--- src/rtl/grid_mover.sv ---
// grid_mover: steps a position around a pixel grid one CELL at a time in
// response to direction switches. A press moves immediately, then the block
// sits in HOP for HOP_CYCLES cycles. If the switch is still held it waits
// REPEAT_DELAY cycles in HOLD and repeats the move. Moves that would leave
// the 0..X_MAX / 0..Y_MAX box are rejected with a one-cycle blocked strobe.
module grid_mover #(
  parameter int CELL         = 32,
  parameter int W            = 10,
  parameter int X_MAX        = 608,
  parameter int Y_MAX        = 448,
  parameter int START_X      = 320,
  parameter int START_Y      = 448,
  parameter int HOP_CYCLES   = 4,
  parameter int REPEAT_DELAY = 8
) (
  input  logic         clk,
  input  logic         reset,
  input  logic [3:0]   req,
  input  logic         enable,
  output logic [W-1:0] pos_x,
  output logic [W-1:0] pos_y,
  output logic [1:0]   direction,
  output logic         hopping,
  output logic         move_pulse,
  output logic         blocked_pulse
);

  // Counter widths only need to hold LOAD values (HOP_CYCLES-1, REPEAT_DELAY-1).
  localparam int HCW = (HOP_CYCLES   > 1) ? $clog2(HOP_CYCLES)   : 1;
  localparam int RCW = (REPEAT_DELAY > 1) ? $clog2(REPEAT_DELAY) : 1;

  localparam logic [HCW-1:0] HOP_LOAD = HCW'(HOP_CYCLES - 1);
  localparam logic [RCW-1:0] REP_LOAD = RCW'(REPEAT_DELAY - 1);

  // Bound checks run one bit wider than the coordinates so pos + CELL
  // cannot wrap past the top of the W-bit range.
  localparam logic [W:0]   CELL_WIDE  = (W+1)'(CELL);
  localparam logic [W:0]   XMAX_WIDE  = (W+1)'(X_MAX);
  localparam logic [W:0]   YMAX_WIDE  = (W+1)'(Y_MAX);
  localparam logic [W-1:0] CELL_STEP  = W'(CELL);

  // Heading codes double as the bit index into req.
  localparam logic [1:0] DIR_UP    = 2'd0;
  localparam logic [1:0] DIR_LEFT  = 2'd1;
  localparam logic [1:0] DIR_RIGHT = 2'd2;
  localparam logic [1:0] DIR_DOWN  = 2'd3;

  typedef enum logic [1:0] {
    S_IDLE = 2'd0,
    S_HOP  = 2'd1,
    S_HOLD = 2'd2
  } state_t;

  state_t         state_q, state_d;
  logic [3:0]     req_q;
  logic [HCW-1:0] hop_cnt_q, hop_cnt_d;
  logic [RCW-1:0] rep_cnt_q, rep_cnt_d;
  logic [1:0]     held_q, held_d;
  logic [W-1:0]   pos_x_d, pos_y_d;
  logic [1:0]     dir_d;
  logic           move_d, blocked_d;

  logic [3:0]     rise;
  logic           any_rise;
  logic           other_rise;
  logic           held_active;
  logic [1:0]     sel_dir;
  logic [1:0]     try_dir;
  logic           legal;
  logic [W-1:0]   new_x, new_y;
  logic           attempt;

  assign rise        = req & ~req_q;
  assign any_rise    = |rise;
  assign held_active = req[held_q];
  assign other_rise  = |(rise & ~(4'b0001 << held_q));
  assign hopping     = (state_q == S_HOP);

  // Fixed-priority pick among simultaneous presses: up > left > right > down.
  always_comb begin
    // NOTE: every always_comb output gets a default first so no path leaves it
    // unassigned; otherwise synthesis infers a latch to hold the old value.
    sel_dir = DIR_DOWN;
    if (rise[0])      sel_dir = DIR_UP;
    else if (rise[1]) sel_dir = DIR_LEFT;
    else if (rise[2]) sel_dir = DIR_RIGHT;
  end

  // A repeat from HOLD retries the held heading; anything else uses the new press.
  assign try_dir = (state_q == S_HOLD && !other_rise) ? held_q : sel_dir;

  // Legality and destination of a one-cell step in heading try_dir.
  always_comb begin
    legal = 1'b0;
    new_x = pos_x;
    new_y = pos_y;
    unique case (try_dir)
      DIR_UP: begin
        legal = {1'b0, pos_y} >= CELL_WIDE;
        new_y = pos_y - CELL_STEP;
      end
      DIR_LEFT: begin
        legal = {1'b0, pos_x} >= CELL_WIDE;
        new_x = pos_x - CELL_STEP;
      end
      DIR_RIGHT: begin
        legal = ({1'b0, pos_x} + CELL_WIDE) <= XMAX_WIDE;
        new_x = pos_x + CELL_STEP;
      end
      DIR_DOWN: begin
        legal = ({1'b0, pos_y} + CELL_WIDE) <= YMAX_WIDE;
        new_y = pos_y + CELL_STEP;
      end
    endcase
  end

  // Next-state and next-output logic for IDLE / HOP / HOLD.
  always_comb begin
    state_d   = state_q;
    pos_x_d   = pos_x;
    pos_y_d   = pos_y;
    dir_d     = direction;
    held_d    = held_q;
    hop_cnt_d = hop_cnt_q;
    rep_cnt_d = rep_cnt_q;
    move_d    = 1'b0;
    blocked_d = 1'b0;
    attempt   = 1'b0;

    unique case (state_q)
      S_IDLE: begin
        if (enable && any_rise) attempt = 1'b1;
      end

      S_HOP: begin
        // Presses during a hop are dropped; only the held switch matters here.
        if (hop_cnt_q == '0) begin
          if (held_active) begin
            state_d   = S_HOLD;
            rep_cnt_d = REP_LOAD;
          end else begin
            state_d   = S_IDLE;
          end
        end else begin
          hop_cnt_d = hop_cnt_q - 1'b1;
        end
      end

      S_HOLD: begin
        if (other_rise) begin
          // A fresh press on another switch is handled exactly as from IDLE.
          if (enable) attempt = 1'b1;
          else        state_d = S_IDLE;
        end else if (!held_active) begin
          state_d = S_IDLE;
        end else if (rep_cnt_q == '0) begin
          // With enable low the repeat waits here until enable returns.
          if (enable) attempt = 1'b1;
        end else begin
          rep_cnt_d = rep_cnt_q - 1'b1;
        end
      end

      default: state_d = S_IDLE;
    endcase

    if (attempt) begin
      dir_d = try_dir;
      if (legal) begin
        pos_x_d   = new_x;
        pos_y_d   = new_y;
        move_d    = 1'b1;
        held_d    = try_dir;
        hop_cnt_d = HOP_LOAD;
        state_d   = S_HOP;
      end else begin
        blocked_d = 1'b1;
        state_d   = S_IDLE;
      end
    end
  end

  // State, position and strobe registers; reset also primes the edge detector.
  always_ff @(posedge clk) begin
    // NOTE: sequential state uses non-blocking (<=) so every register samples
    // pre-edge values; blocking here would create order-dependent races.
    req_q <= req;
    if (reset) begin
      state_q       <= S_IDLE;
      pos_x         <= W'(START_X);
      pos_y         <= W'(START_Y);
      direction     <= DIR_UP;
      held_q        <= DIR_UP;
      hop_cnt_q     <= '0;
      rep_cnt_q     <= '0;
      move_pulse    <= 1'b0;
      blocked_pulse <= 1'b0;
    end else begin
      state_q       <= state_d;
      pos_x         <= pos_x_d;
      pos_y         <= pos_y_d;
      direction     <= dir_d;
      held_q        <= held_d;
      hop_cnt_q     <= hop_cnt_d;
      rep_cnt_q     <= rep_cnt_d;
      move_pulse    <= move_d;
      blocked_pulse <= blocked_d;
    end
  end

endmodule

--- config.mk ---
export PLATFORM = sky130hd
export DESIGN_NAME = grid_mover
export DESIGN_NICKNAME = d
export VERILOG_FILES = /design/src/rtl/grid_mover.sv
export SDC_FILE = /design/constraint.sdc
export NUM_CORES = 1
export LEC_CHECK = 0
export BUFFER_PORTS_ARGS = -buffer_cell sky130_fd_sc_hd__buf_2
export CAP_MARGIN = 15
export CORE_AREA = 2 2 62 64
export DETAILED_ROUTE_END_ITERATION = 16
export DIE_AREA = 0 0 64 66
export GPL_TIMING_DRIVEN = 0
export PLACE_DENSITY = 0.82
export SYNTH_ARGS = -nofsm -noshare
export SYNTH_HDL_FRONTEND = slang
export SYNTH_SLANG_ARGS = --single-unit
--- constraint.sdc ---
create_clock -name clk -period 4 [get_ports clk]
set_input_delay 0.8 -clock clk [delete_from_list [all_inputs] [get_ports clk]]
set_output_delay 0.8 -clock clk [all_outputs]
set_load 0.03 [all_outputs]
==> results.md <==
- The endpoint of the lowest-slack register-to-register path is pos_x[5]$_SDFFE_PP0P_.
- In this run the tightest slew margin relative to its limit is 0.641.
- The clock drives 27 sinks.
- Across every metal layer, demand over resource in global routing totals 0.193.
- The share of total power dissipated in sequential elements is 0.481.
- The first TritonRoute pass finished after 4 iterations.
- Clock skew on the completed layout was measured at around 0.0020 ns.
- The pin count of the biggest net entering global routing is 17.
- In this run, distinct cell masters in the synthesized netlist total 54.
- The mapped netlist covers 1860 sq um.
- Across all register-to-register paths, the minimum setup slack is between 0.4 and 0.5 ns.
- For this run, global-route usage on met3 was measured as 0.0204.
- The net switching power figure is approximately 230 uW.
- The origin of the critical flop-to-flop path is held_q[0]$_SDFFE_PP0P_.
- TritonCTS built the clock tree.
- Data on the critical path is required at its endpoint by ~4.3 ns.
- The pin slew with the least headroom to its limit is ~0.53 ns.
- The number of max-slew violations in the final report is 0.
- In the synthesized netlist, the number of instances is between 200 and 250.
- The internal power of the cells totals between 400 and 500 uW.
- Setup violations remaining at the end of the flow were counted as 0.
- CTS built an H-tree with a depth of 1.
- The number of setup buffers added after CTS is 0.
- The floorplan step set the die height to between 60 and 70 um.
- In this run, synthesis inferred 0 flip-flops with an integrated enable.
- The global routing's busiest layer is met2.
- For this run, the leading register cell type out of synthesis is sky130_fd_sc_hd__dfxtp_1.
- The root cell of the clock tree is sky130_fd_sc_hd__clkbuf_4.
- For this run, global-route usage on met2 was measured as 0.310.
- The most frequent standard cell in the layout excluding fill and tap cells is sky130_fd_sc_hd__dfxtp_1.
- The quantity of gates resized following cts is 0.
- The area of the die is about 4200 sq um.
- STA puts the critical path data arrival time at just under 4 ns.
- The number of rows created at floorplan is 22.
- The antenna diode count is 0.
- The first-pass GRT wire length is about 6500 um.
- The final period utilization is 0.906.
- The worst setup margin is between 0.3 and 0.4 ns.
- The worst setup path is launched from an input pin.
- The worst hold path endpoint is direction[1]$_SDFFE_PP0P_.
- Along the worst hold path, the cell count comes to 2.
- The pre-CTS worst setup slack is -0.100 ns.
- The count of buffers inserted at the top-level ports is 20.
- The kind of critical path is in2reg.
- The mean instance size in the synthesized netlist is approximately 8.4 sq um.
- The final route contains 1609 vias.
- The cell count of the worst reg-to-reg path is 11.
- The final standard cell area without fillers is between 2000 and 2500 sq um.
- The die boundary width is between 60 and 70 um.
- In the layout the commonest cells are sky130_fd_sc_hd__dfxtp_1, sky130_fd_sc_hd__nor2_1, sky130_fd_sc_hd__buf_2.
- The hold buffer count at CTS is 0.
- The kind of end point of the critical path is a flop.
- The fraction of synthesis flops using an asynchronous set or reset pin is 0.
- The total congestion overflow is 0.
- Final hold analysis gives a worst-case slack of roughly 0.49 ns.
- The critical hold path startpoint is direction[1]$_SDFFE_PP0P_.
- The number of DRC violations after detailed-routing iteration 0 is 73.
- The later-pin clock latency in the skew report is ~0.34 ns.
- The number of maximum-capacitance violations is 0.
- The starting density of the core is 0.524.
- The placeable core region is 3550 sq um.
- The clock transition at the register clock pins on the worst setup and hold paths after CTS is approximately 0.15 ns.
- After detailed routing, the number of remaining DRC violations is 0.
- The flow ran to the end, and the final reports show no timing, DRC or antenna violations.
- The count of endpoints failing hold in the final timing report is 0.
- The static leakage is around 0.9 nW.
- The number of antenna violations at the first check in global routing is 0.
- The switching share of total power is 0.365.
- Detailed placement finished with a half-perimeter wire length of between 2000 and 3000 um.
- The warning count from the yosys run is 0.
- For met1 alone, demand over resource in global routing was 0.261.
- The maximum frequency from static timing analysis is 0.276 GHz.
- The power per standard cell area is a little over 300 nW/um^2.
- The final RePlAce weighted congestion is just over 0.8.
- The clock period minus final worst setup slack is ~3.6 ns.
- Compared with the post-synthesis result, the final layout area differs by 12.8%.
- In the final layout, the share of cells above drive strength 1 is 0.220.
- For this block, the routed nets add up to roughly 3700 um of wire.
- Once placement finished, the instance area stood at around 2100 sq um.
- The flip-flop and latch count after synthesis is 27.
- In this run the worst hold path is classified as reg2reg.
- IR analysis of the VDD net gives a maximum drop of around 150 uV.
- Using the TritonRoute via totals, the vias-per-cell ratio works out to 5.31.
- The maximum buffer depth of the clock tree is 2.
- Of the synthesized area, sequential elements account for 0.291.
- The via count of the first global-routing pass is around 1500.
- Setup repair after global routing left no endpoint under its margin.
- The count of nets left with antenna violations after detail routing is 0.
- The maximum fanout along the worst path is 10.
- The share of total power dissipated in the clock network is 0.199.
- 32 I/O pins were placed.
- The fraction of power consumed by combinational cells is 0.320.
- The final net count is roughly 280.
- Dividing the detail-routed wire length by the instance count gives approximately 12 um.
- Clock tree synthesis inserted a total of 3 buffers.
## worst max-delay path, stage by stage
cell	delay [ns]
sky130_fd_sc_hd__buf_2	0.11
sky130_fd_sc_hd__nor2b_1	0.28
sky130_fd_sc_hd__o32ai_2	0.17
sky130_fd_sc_hd__and3_1	0.24
sky130_fd_sc_hd__a21oi_1	0.36
sky130_fd_sc_hd__ha_1	0.22
sky130_fd_sc_hd__clkbuf_1	0.28
sky130_fd_sc_hd__a311oi_1	0.17
sky130_fd_sc_hd__o31a_1	0.18
sky130_fd_sc_hd__buf_4	0.19
sky130_fd_sc_hd__nor4b_1	0.48
sky130_fd_sc_hd__mux2_2	0.39
## flip-flops by register name, indices dropped and copies added, names as in the netlist
register       count
move_pulse         1
direction          2
state_q            2
req_q              4
rep_cnt_q          3
blocked_pulse      1
held_q             2
pos_x              5
pos_y              5
hop_cnt_q          2
## area by class of cell
type	instances	area (sq um)
Buffer	21	129
Multi-Input combinational cell	166	1180
Sequential cell	27	541
Clock inverter	1	7.51
Fill cell	322	1450
Inverter	17	63.8
Timing Repair Buffer	20	100
Tap cell	48	60.1
Clock buffer	3	22.5
## how the worst max path moves through the flow
stage | from | slack [ns] | endpoint | cells after the start
after global placement | req[0] | -0.01 | pos_x[5]$_SDFFE_PP0P_ | 12
after CTS | req[0] | 0.26 | pos_x[5]$_SDFFE_PP0P_ | 12
after detailed placement | req[0] | -0.10 | pos_x[5]$_SDFFE_PP0P_ | 12
after global routing | req[1] | 0.09 | pos_x[5]$_SDFFE_PP0P_ | 12
after floorplan | req[0] | 0.58 | pos_x[5]$_SDFFE_PP0P_ | 11
final | req[1] | 0.38 | pos_x[5]$_SDFFE_PP0P_ | 12
## synthesized netlist by cell type, types with 3 or more instances
cell type | n | area [sq um]
sky130_fd_sc_hd__dfxtp_1 | 27 | 541
sky130_fd_sc_hd__nor2_1 | 22 | 82.6
sky130_fd_sc_hd__inv_1 | 17 | 63.8
sky130_fd_sc_hd__a21oi_1 | 12 | 60.1
sky130_fd_sc_hd__ha_1 | 12 | 150
sky130_fd_sc_hd__buf_4 | 11 | 82.6
sky130_fd_sc_hd__nand2_1 | 11 | 41.3
sky130_fd_sc_hd__nor2b_1 | 11 | 68.8
sky130_fd_sc_hd__clkbuf_1 | 8 | 30.0
sky130_fd_sc_hd__o21ai_0 | 8 | 40.0
sky130_fd_sc_hd__nor4_1 | 5 | 31.3
sky130_fd_sc_hd__mux2_2 | 4 | 45.0
sky130_fd_sc_hd__a311oi_1 | 3 | 26.3
sky130_fd_sc_hd__and3_1 | 3 | 18.8
sky130_fd_sc_hd__mux2_4 | 3 | 45.0
sky130_fd_sc_hd__nand2b_1 | 3 | 18.8
sky130_fd_sc_hd__nand4_1 | 3 | 18.8
sky130_fd_sc_hd__nor3b_1 | 3 | 22.5
sky130_fd_sc_hd__o211ai_1 | 3 | 22.5
sky130_fd_sc_hd__o31ai_1 | 3 | 22.5
## routing by layer
| layer | share of wire | vias up |
|---|---|---|
| li1 | - | 838 |
| met1 | 0.49 | 733 |
| met2 | 0.46 | 33 |
| met3 | 0.033 | 5 |
| met4 | 0.017 | 0 |
| met5 | 0 | - |
## power groups by stage
stage | clock, mW | combinational (mW) | sequential [mW]
after floorplan | 0 | 0.145 | 0.326
after global placement | 0 | 0.197 | 0.312
after detailed placement | 0 | 0.201 | 0.313
after CTS | 0.131 | 0.202 | 0.307
after global routing | 0.143 | 0.228 | 0.311
final | 0.127 | 0.205 | 0.308
## cell families (layout without fill, tap and decap cells)
kind of cell	count (synthesis)	count (layout)	synth area share
adders and majority gates	12	12	0.0807
AOI/OAI and AO/OA	48	48	0.190
xor gates and xnor gates	3	3	0.0141
muxes	9	9	0.0659
other	1	10	0.00202
and+or+nand+nor	84	84	0.254
DFF	27	27	0.291
buffers and inverters	38	62	0.104
## per-stage QoR
| step | setup TNS (ns) | total power, mW | instances | utilization |
|---|---|---|---|---|
| final | 0 | 0.640 | 303 | 0.591 |
| after global routing | 0 | 0.682 | 303 | 0.591 |
| after CTS | 0 | 0.641 | 303 | 0.587 |
| after detailed placement | -0.100 | 0.515 | 299 | 0.579 |
| after global placement | -0.0131 | 0.510 | 299 | 0.579 |
| after floorplan | 0 | 0.471 | 231 | - |
Power figures use the tool's default switching activity.
